`src/rtl/xdma_udp_pkg.sv`:
```
// Shared widths and arbiter state type for the XDMA C2H stream path.
package xdma_udp_pkg;

    localparam int XDMA_AXIS_TDATA_WIDTH = 512;
    localparam int XDMA_AXIS_TKEEP_WIDTH = 64;
    localparam int XDMA_AXIS_TUSER_WIDTH = 1;

    typedef enum logic {ARB_IDLE, ARB_LOCKED} arb_state_t;

    // Index width that stays legal (>=1 bit) even for a single source.
    function automatic int idx_width(input int n);
        return (n > 1) ? $clog2(n) : 1;
    endfunction

endpackage

```
`src/rtl/xdma_c2h_stream_arbiter_if.sv`:
```
// Requester streams plus merged C2H stream. The slave modport is the arbiter side;
// the master modport is the side that drives the sources and sinks the merged stream.
interface xdma_c2h_stream_arbiter_if
    import xdma_udp_pkg::*;
#(
    parameter int NUM_SRC = 2,
    parameter int TDATA_W = XDMA_AXIS_TDATA_WIDTH,
    parameter int TKEEP_W = XDMA_AXIS_TKEEP_WIDTH,
    parameter int TUSER_W = XDMA_AXIS_TUSER_WIDTH
);
    logic [NUM_SRC-1:0]         s_axis_tvalid;
    logic [NUM_SRC-1:0]         s_axis_tready;
    logic [NUM_SRC*TDATA_W-1:0] s_axis_tdata;
    logic [NUM_SRC*TKEEP_W-1:0] s_axis_tkeep;
    logic [NUM_SRC-1:0]         s_axis_tlast;
    logic [NUM_SRC*TUSER_W-1:0] s_axis_tuser;

    logic                       m_axis_tvalid;
    logic                       m_axis_tready;
    logic [TDATA_W-1:0]         m_axis_tdata;
    logic [TKEEP_W-1:0]         m_axis_tkeep;
    logic                       m_axis_tlast;
    logic [TUSER_W-1:0]         m_axis_tuser;

    modport slave (
        input  s_axis_tvalid, s_axis_tdata, s_axis_tkeep, s_axis_tlast, s_axis_tuser, m_axis_tready,
        output s_axis_tready, m_axis_tvalid, m_axis_tdata, m_axis_tkeep, m_axis_tlast, m_axis_tuser
    );

    modport master (
        output s_axis_tvalid, s_axis_tdata, s_axis_tkeep, s_axis_tlast, s_axis_tuser, m_axis_tready,
        input  s_axis_tready, m_axis_tvalid, m_axis_tdata, m_axis_tkeep, m_axis_tlast, m_axis_tuser
    );

endinterface

```
`src/rtl/xdma_c2h_stream_arbiter_skid.sv`:
```
// axis_skid_buf: 2-entry registered AXIS slice; in_ready depends only on local state,
// so the upstream path is cut while full 1 beat/cycle throughput is kept.
module axis_skid_buf #(
    parameter int DATA_W = 512,
    parameter int KEEP_W = 64,
    parameter int USER_W = 1
) (
    input  logic              clk,
    input  logic              rst_n,
    input  logic              in_valid,
    output logic              in_ready,
    input  logic [DATA_W-1:0] in_data,
    input  logic [KEEP_W-1:0] in_keep,
    input  logic              in_last,
    input  logic [USER_W-1:0] in_user,
    output logic              out_valid,
    input  logic              out_ready,
    output logic [DATA_W-1:0] out_data,
    output logic [KEEP_W-1:0] out_keep,
    output logic              out_last,
    output logic [USER_W-1:0] out_user
);
    localparam int PW = DATA_W + KEEP_W + USER_W + 1;

    logic [PW-1:0] in_pl;
    logic [PW-1:0] out_pl;
    logic [PW-1:0] skid_pl;
    logic          out_v;
    logic          skid_v;

    assign in_pl     = {in_last, in_user, in_keep, in_data};
    assign in_ready  = ~skid_v;
    assign out_valid = out_v;
    assign {out_last, out_user, out_keep, out_data} = out_pl;

    always_ff @(posedge clk or negedge rst_n) begin
        if (!rst_n) begin
            out_v   <= 1'b0;
            skid_v  <= 1'b0;
            out_pl  <= '0;
            skid_pl <= '0;
        end else if (!out_v || out_ready) begin
            // Output slot frees up: the parked beat goes first to keep order.
            if (skid_v) begin
                out_pl <= skid_pl;
                out_v  <= 1'b1;
                skid_v <= 1'b0;
            end else begin
                out_v <= in_valid;
                if (in_valid) out_pl <= in_pl;
            end
        end else if (in_valid && !skid_v) begin
            skid_pl <= in_pl;
            skid_v  <= 1'b1;
        end
    end

endmodule

```
`src/rtl/xdma_c2h_stream_arbiter.sv`:
```
// Packet-locked round-robin arbiter merging NUM_SRC AXIS sources onto the C2H stream.
// Optional per-source packet counters when XDMA_C2H_ARB_PKT_CNT_EN is defined.
//
//   state      | meaning
//   ARB_IDLE   | no lock, all tready low; picks the next valid source round-robin
//   ARB_LOCKED | granted source feeds the skid buffer until its tlast beat is accepted
module xdma_c2h_stream_arbiter
    import xdma_udp_pkg::*;
#(
    parameter int NUM_SRC = 2,
    parameter int TDATA_W = XDMA_AXIS_TDATA_WIDTH,
    parameter int TKEEP_W = XDMA_AXIS_TKEEP_WIDTH,
    parameter int TUSER_W = XDMA_AXIS_TUSER_WIDTH,
    parameter int CNT_W   = 32,
    localparam int IDX_W  = idx_width(NUM_SRC)
) (
    input  logic                      xdma_axi_aclk,
    input  logic                      xdma_axi_aresetn,
    xdma_c2h_stream_arbiter_if.slave  axis,
    output logic [IDX_W-1:0]          grant_idx,
    output logic                      arb_busy
`ifdef XDMA_C2H_ARB_PKT_CNT_EN
    ,
    output logic [NUM_SRC*CNT_W-1:0]  pkt_cnt
`endif
);
    arb_state_t         state;
    logic [IDX_W-1:0]   rr_ptr;
    logic               sel_valid;
    logic [TDATA_W-1:0] sel_data;
    logic [TKEEP_W-1:0] sel_keep;
    logic               sel_last;
    logic [TUSER_W-1:0] sel_user;
    logic               push;
    logic               skid_ready;
    logic               accept;
    logic               pkt_done;

    // First requester at or after ptr, wrapping; later offsets are overwritten by earlier ones.
    function automatic logic [IDX_W-1:0] rr_winner(input logic [NUM_SRC-1:0] req,
                                                   input logic [IDX_W-1:0]   ptr);
        logic [IDX_W-1:0] win;
        int               idx;
        win = '0;
        for (int i = NUM_SRC - 1; i >= 0; i--) begin
            idx = (int'(ptr) + i) % NUM_SRC;
            if (req[idx]) win = IDX_W'(idx);
        end
        return win;
    endfunction

    always_comb begin
        sel_valid = axis.s_axis_tvalid[grant_idx];
        sel_data  = axis.s_axis_tdata[grant_idx*TDATA_W +: TDATA_W];
        sel_keep  = axis.s_axis_tkeep[grant_idx*TKEEP_W +: TKEEP_W];
        sel_last  = axis.s_axis_tlast[grant_idx];
        sel_user  = axis.s_axis_tuser[grant_idx*TUSER_W +: TUSER_W];
        axis.s_axis_tready = '0;
        if (state == ARB_LOCKED) axis.s_axis_tready[grant_idx] = skid_ready;
    end

    assign push     = (state == ARB_LOCKED) && sel_valid;
    assign accept   = push && skid_ready;
    assign pkt_done = accept && sel_last;

    always_ff @(posedge xdma_axi_aclk or negedge xdma_axi_aresetn) begin
        if (!xdma_axi_aresetn) begin
            state     <= ARB_IDLE;
            rr_ptr    <= '0;
            grant_idx <= '0;
            arb_busy  <= 1'b0;
        end else begin
            case (state)
                ARB_IDLE: begin
                    if (|axis.s_axis_tvalid) begin
                        grant_idx <= rr_winner(axis.s_axis_tvalid, rr_ptr);
                        arb_busy  <= 1'b1;
                        state     <= ARB_LOCKED;
                    end
                end
                ARB_LOCKED: begin
                    if (pkt_done) begin
                        rr_ptr   <= IDX_W'((int'(grant_idx) + 1) % NUM_SRC);
                        arb_busy <= 1'b0;
                        state    <= ARB_IDLE;
                    end
                end
                default: state <= ARB_IDLE;
            endcase
        end
    end

`ifdef XDMA_C2H_ARB_PKT_CNT_EN
    always_ff @(posedge xdma_axi_aclk or negedge xdma_axi_aresetn) begin
        if (!xdma_axi_aresetn) begin
            pkt_cnt <= '0;
        end else if (pkt_done) begin
            pkt_cnt[grant_idx*CNT_W +: CNT_W] <= pkt_cnt[grant_idx*CNT_W +: CNT_W] + CNT_W'(1);
        end
    end
`endif

    axis_skid_buf #(
        .DATA_W (TDATA_W),
        .KEEP_W (TKEEP_W),
        .USER_W (TUSER_W)
    ) u_skid (
        .clk       (xdma_axi_aclk),
        .rst_n     (xdma_axi_aresetn),
        .in_valid  (push),
        .in_ready  (skid_ready),
        .in_data   (sel_data),
        .in_keep   (sel_keep),
        .in_last   (sel_last),
        .in_user   (sel_user),
        .out_valid (axis.m_axis_tvalid),
        .out_ready (axis.m_axis_tready),
        .out_data  (axis.m_axis_tdata),
        .out_keep  (axis.m_axis_tkeep),
        .out_last  (axis.m_axis_tlast),
        .out_user  (axis.m_axis_tuser)
    );

endmodule

```
`src/flat_wrapper.sv`:
```
// flat-port wrapper written by rule: the top's interface ports become plain ports
module xdma_c2h_stream_arbiter_flat import xdma_udp_pkg::*;
#(
    parameter int NUM_SRC = 2,
    parameter int TDATA_W = XDMA_AXIS_TDATA_WIDTH,
    parameter int TKEEP_W = XDMA_AXIS_TKEEP_WIDTH,
    parameter int TUSER_W = XDMA_AXIS_TUSER_WIDTH,
    parameter int CNT_W   = 32,
    localparam int IDX_W  = idx_width(NUM_SRC)
)
  (xdma_axi_aclk, xdma_axi_aresetn, grant_idx, arb_busy, axis_s_axis_tvalid, axis_s_axis_tdata, axis_s_axis_tkeep, axis_s_axis_tlast, axis_s_axis_tuser, axis_m_axis_tready, axis_s_axis_tready, axis_m_axis_tvalid, axis_m_axis_tdata, axis_m_axis_tkeep, axis_m_axis_tlast, axis_m_axis_tuser);
  xdma_c2h_stream_arbiter_if #(.NUM_SRC(NUM_SRC), .TDATA_W(TDATA_W), .TKEEP_W(TKEEP_W), .TUSER_W(TUSER_W)) axis_i ();
  input  logic xdma_axi_aclk;
  input  logic xdma_axi_aresetn;
  output logic [IDX_W-1:0] grant_idx;
  output logic arb_busy;
  input wire logic [$bits(axis_i.s_axis_tvalid)-1:0] axis_s_axis_tvalid;
  input wire logic [$bits(axis_i.s_axis_tdata)-1:0] axis_s_axis_tdata;
  input wire logic [$bits(axis_i.s_axis_tkeep)-1:0] axis_s_axis_tkeep;
  input wire logic [$bits(axis_i.s_axis_tlast)-1:0] axis_s_axis_tlast;
  input wire logic [$bits(axis_i.s_axis_tuser)-1:0] axis_s_axis_tuser;
  input wire logic [$bits(axis_i.m_axis_tready)-1:0] axis_m_axis_tready;
  output wire logic [$bits(axis_i.s_axis_tready)-1:0] axis_s_axis_tready;
  output wire logic [$bits(axis_i.m_axis_tvalid)-1:0] axis_m_axis_tvalid;
  output wire logic [$bits(axis_i.m_axis_tdata)-1:0] axis_m_axis_tdata;
  output wire logic [$bits(axis_i.m_axis_tkeep)-1:0] axis_m_axis_tkeep;
  output wire logic [$bits(axis_i.m_axis_tlast)-1:0] axis_m_axis_tlast;
  output wire logic [$bits(axis_i.m_axis_tuser)-1:0] axis_m_axis_tuser;
  assign axis_i.s_axis_tvalid = axis_s_axis_tvalid;
  assign axis_i.s_axis_tdata = axis_s_axis_tdata;
  assign axis_i.s_axis_tkeep = axis_s_axis_tkeep;
  assign axis_i.s_axis_tlast = axis_s_axis_tlast;
  assign axis_i.s_axis_tuser = axis_s_axis_tuser;
  assign axis_i.m_axis_tready = axis_m_axis_tready;
  assign axis_s_axis_tready = axis_i.s_axis_tready;
  assign axis_m_axis_tvalid = axis_i.m_axis_tvalid;
  assign axis_m_axis_tdata = axis_i.m_axis_tdata;
  assign axis_m_axis_tkeep = axis_i.m_axis_tkeep;
  assign axis_m_axis_tlast = axis_i.m_axis_tlast;
  assign axis_m_axis_tuser = axis_i.m_axis_tuser;
  xdma_c2h_stream_arbiter #(.NUM_SRC(NUM_SRC), .TDATA_W(TDATA_W), .TKEEP_W(TKEEP_W), .TUSER_W(TUSER_W), .CNT_W(CNT_W)) u_core (.xdma_axi_aclk(xdma_axi_aclk), .xdma_axi_aresetn(xdma_axi_aresetn), .axis(axis_i), .grant_idx(grant_idx), .arb_busy(arb_busy));
endmodule
```
`config.mk`:
```
export PLATFORM = sky130hd
export DESIGN_NAME = xdma_c2h_stream_arbiter_flat
export DESIGN_NICKNAME = d
export VERILOG_FILES = /design/src/rtl/xdma_udp_pkg.sv /design/src/rtl/xdma_c2h_stream_arbiter_if.sv /design/src/rtl/xdma_c2h_stream_arbiter_skid.sv /design/src/rtl/xdma_c2h_stream_arbiter.sv /design/src/flat_wrapper.sv
export SDC_FILE = /design/constraint.sdc
export NUM_CORES = 2
export LEC_CHECK = 0
export CAP_MARGIN = 30
export CORE_AREA = 3 3 678 680
export DETAILED_ROUTE_END_ITERATION = 7
export DIE_AREA = 0 0 681 683
export DONT_BUFFER_PORTS = 1
export PLACE_DENSITY = 0.38
export SLEW_MARGIN = 30
export SYNTH_ARGS = -nofsm -noshare
export SYNTH_HDL_FRONTEND = slang
export SYNTH_SLANG_ARGS = --single-unit
```
`constraint.sdc`:
```
create_clock -name xdma_axi_aclk -period 3.9 [get_ports xdma_axi_aclk]
set_input_delay 0.78 -clock xdma_axi_aclk [delete_from_list [all_inputs] [get_ports xdma_axi_aclk]]
set_output_delay 0.78 -clock xdma_axi_aclk [all_outputs]
set_load 0.02 [all_outputs]
```
==> impl_metrics.py <==
metrics = {
    "routing": {
        "first_pass_iters": 8,
        "vias": 46200,
        "vias_per_cell": 3.93,
        "drtAntennaViolNets": 0,
        "routed_wl_microns": 355000,
        "dr.first_iter.drc_count": 3451,
        "avgRoutedWirePerCell_microns": 30.2,
        "drcViolationCount": 0,
    },
    "finish": {
        "multi_input_area_sq_um": 28400,
        "final_cell_mix": "mux2i_1, dfrtp_1, nor2_1",
        "nets": 6718,
        "layout_commonest_cell": "mux2i_1",
        "fillers": 50100,
        "utilization": 0.164,
        "layout-area-overhead-vs-synth_pct": 20.5,
        "drive_above_1_share": 0.0720,
        "register_area_sq_um": 29100,
    },
    "clock_network": {
        "cts_inserted_buffers": 158,
        "cts_sinks": 1162,
        "ctsHtreeMaxLevel": 4,
        "clk_latency_ps": 850,
        "clockBufferDepth": 4,
        "cts_root_buf": "clkbuf_16",
        "cts_tree": "built",
        "clk_pin_slew_ps": 60,
    },
    "timing": {
        "fin_crit_sh": 0.846,
        "drv_slew": 0,
        "hold_violations": 0,
        "fmax_mhz": 303,
        "worstMarginPinSlew_ps": 1050,
        "fin_crit_ps": 3300,
        "relSlewSlack": 0.299,
        "finalSetupViolCount": 0,
        "skew_ps": 48.7,
        "rsz0062_at_grt": "false",
        "fin_setup_tns_ps": 0,
    },
    "global_route": {
        "grt_pass1_vias": 46100,
        "grt_start_max_net_pins": 216,
        "grt_overflow": 0,
        "grtUsageTotal": 0.145,
        "grt_first_pass_wirelength_microns": 458000,
        "antenna_found_initial": 251,
    },
    "setup_path": {
        "worstSetupStartpoint": "u_core.grant_idx",
        "critPathArrivalTime_ps": 2520,
        "required_ps": 3120,
        "start_kind": "flop",
        "worstReg2RegEnd": "u_core.u_skid.out_pl[379]",
        "crit_fanout": 78,
        "path_class": "flop to output port",
        "r2r-start": "u_core.u_skid.out_valid",
        "worst-r2r-cell-count": 6,
        "r2r_slack_ps": 780,
        "end_kind": "output port",
    },
    "min_path": {
        "whs_endpoint": "u_core.u_skid.skid_pl[87]",
        "hold-path-cell-count": 2,
        "hp-class": "primary input to flop",
        "min-delay-start": "axis_s_axis_tdata[87]",
    },
    "floorplan": {
        "dieWidth_microns": 681,
        "die_h_microns": 683,
        "die_area_sq_um": 465000,
        "core_sq_um": 455000,
        "rows": 248,
        "initial_utilization": 0.136,
        "boundaryPins": 1744,
    },
    "power_and_ir_drop": {
        "swShare": 0.456,
        "cellPowerDensity_nw_per_um2": 942,
        "pwr-share-seq": 0.416,
        "p_int_mw": 38.2,
        "clockPowerShare": 0.214,
        "ir_worst_vdd_mv": 0.763,
        "power_frac_comb": 0.370,
        "p_leak_nw": 32.6,
        "switchingPower_mw": 32.0,
    },
    "yosys": {
        "synth_cell_types": 23,
        "syn-instance-count": 5683,
        "ys_ff_latch": 1162,
        "mappedNetlistArea_sq_um": 61800,
        "syn-mean-instance-area_sq_um": 10.9,
        "syn_nets": 6844,
        "seq_area_frac_synth": 0.470,
        "yosysWarnings": 0,
    },
    "run": {
        "maxCapViolCount": 0,
    },
    "placement": {
        "port_buffers": 0,
        "place_hpwl_microns": 277000,
        "gp_congestion": 0.844,
    },
    "outcome": {
        "status": "finished clean",
    },
}
==> sequential cells by signal (all words and copies together), names as in the netlist <==
register / flops
u_core.u_skid.out_pl: 578
u_core.rr_ptr: 1
u_core.u_skid.skid_pl: 578
u_core.arb_busy: 1
u_core.grant_idx: 1
u_core.u_skid.out_valid: 1
u_core.u_skid.skid_v: 1
u_core.state: 1
==> worst max-delay path by stage <==
stage	to	slack [ps]	cells past startpoint
floorplan	axis_s_axis_tready[1]	1510	5
global placement	u_core.u_skid.out_pl[522]	620	6
detailed placement	u_core.u_skid.out_pl[519]	630	6
CTS	grant_idx	360	2
global route	grant_idx	350	2
finish	grant_idx	600	2
==> area by class of cell <==
cell class                      count  area share
Inverter                          581      0.0293
Antenna cell                       88     0.00296
Tap cell                         6000       0.101
Clock buffer                      227      0.0602
Clock inverter                     45     0.00843
Multi-Input combinational cell   3489       0.381
Sequential cell                  1162       0.390
Timing Repair Buffer              165      0.0267
==> synth_stat cells <==
cell	count	area, sq um
a21oi_1	2	10.0
buf_4	47	353
a221oi_2	7	105
inv_1	581	2180
dfrtp_1	1162	29100
nor4_1	1	6.26
nor3_1	3	15.0
a221oi_1	571	5000
or3_1	1	6.26
nand2_1	1	3.75
nor2_1	582	2180
buf_6	4	45.0
o21ai_0	1	5.00
buf_1	8	30.0
a31oi_1	1	6.26
nor2b_1	1	6.26
mux2i_1	1734	17400
o21a_1	1	7.51
mux2i_2	1	13.8
buf_2	221	1110
mux2_1	1	11.3
nand2b_1	581	3630
clkbuf_1	171	642
==> logic make-up (layout without fill, tap and decap cells) <==
group	Yosys count	after routing	share of synthesized area
mux	1736	1736	0.281
other cells	0	88	0
buf+inv	1032	1018	0.0705
compound gates	583	583	0.0831
flops	1162	1162	0.470
simple gates	1170	1170	0.0948
==> power by group through the flow <==
stage	sequential, mW	clock (mW)	combinational [mW]
floorplan	25.4	0	19.1
global placement	29.3	0	25.5
detailed placement	29.5	0	26.4
CTS	29.4	15.6	26.5
global route	29.9	16.0	28.7
finish	29.2	15.0	26.0
==> per-stage QoR <==
step	cells	cell area (sq um)	total power, mW	setup slack [ps]	hold slack [ps]
2_1_floorplan	5683	61800	44.5	1510	458
3_3_place_gp	11400	69000	54.8	618	480
3_5_place_dp	11400	69100	55.9	633	490
4_1_cts	11700	74200	71.5	357	5.86
5_1_grt	11700	74400	74.7	345	67.5
6_report	11800	74500	70.2	599	161
==> critical path, cell delays in order (launching register included) <==
cell     delay [ps]
dfrtp_4         480
buf_4           510
buf_12          430
==> routing by layer <==
| layer | part of all wire | track usage | wire, microns | vias to the layer above |
|---|---|---|---|---|
| li1 | - | - | - | 19700 |
| met1 | 0.37 | 0.157 | 130000 | 23600 |
| met2 | 0.48 | 0.243 | 171000 | 2001 |
| met3 | 0.10 | 0.0691 | 36800 | 732 |
| met4 | 0.044 | 0.0610 | 15600 | 134 |
| met5 | 0.0025 | 0.00216 | 880 | - |
==> repair_timing <==
item | 4_1_cts | 5_1_grt
gates resized for setup | 0 | 0
buffers inserted | 0 | 0
hold buffers | 4 | 0
hold endpoints to repair | 32 | 0
(Power assumes the default switching activity.)
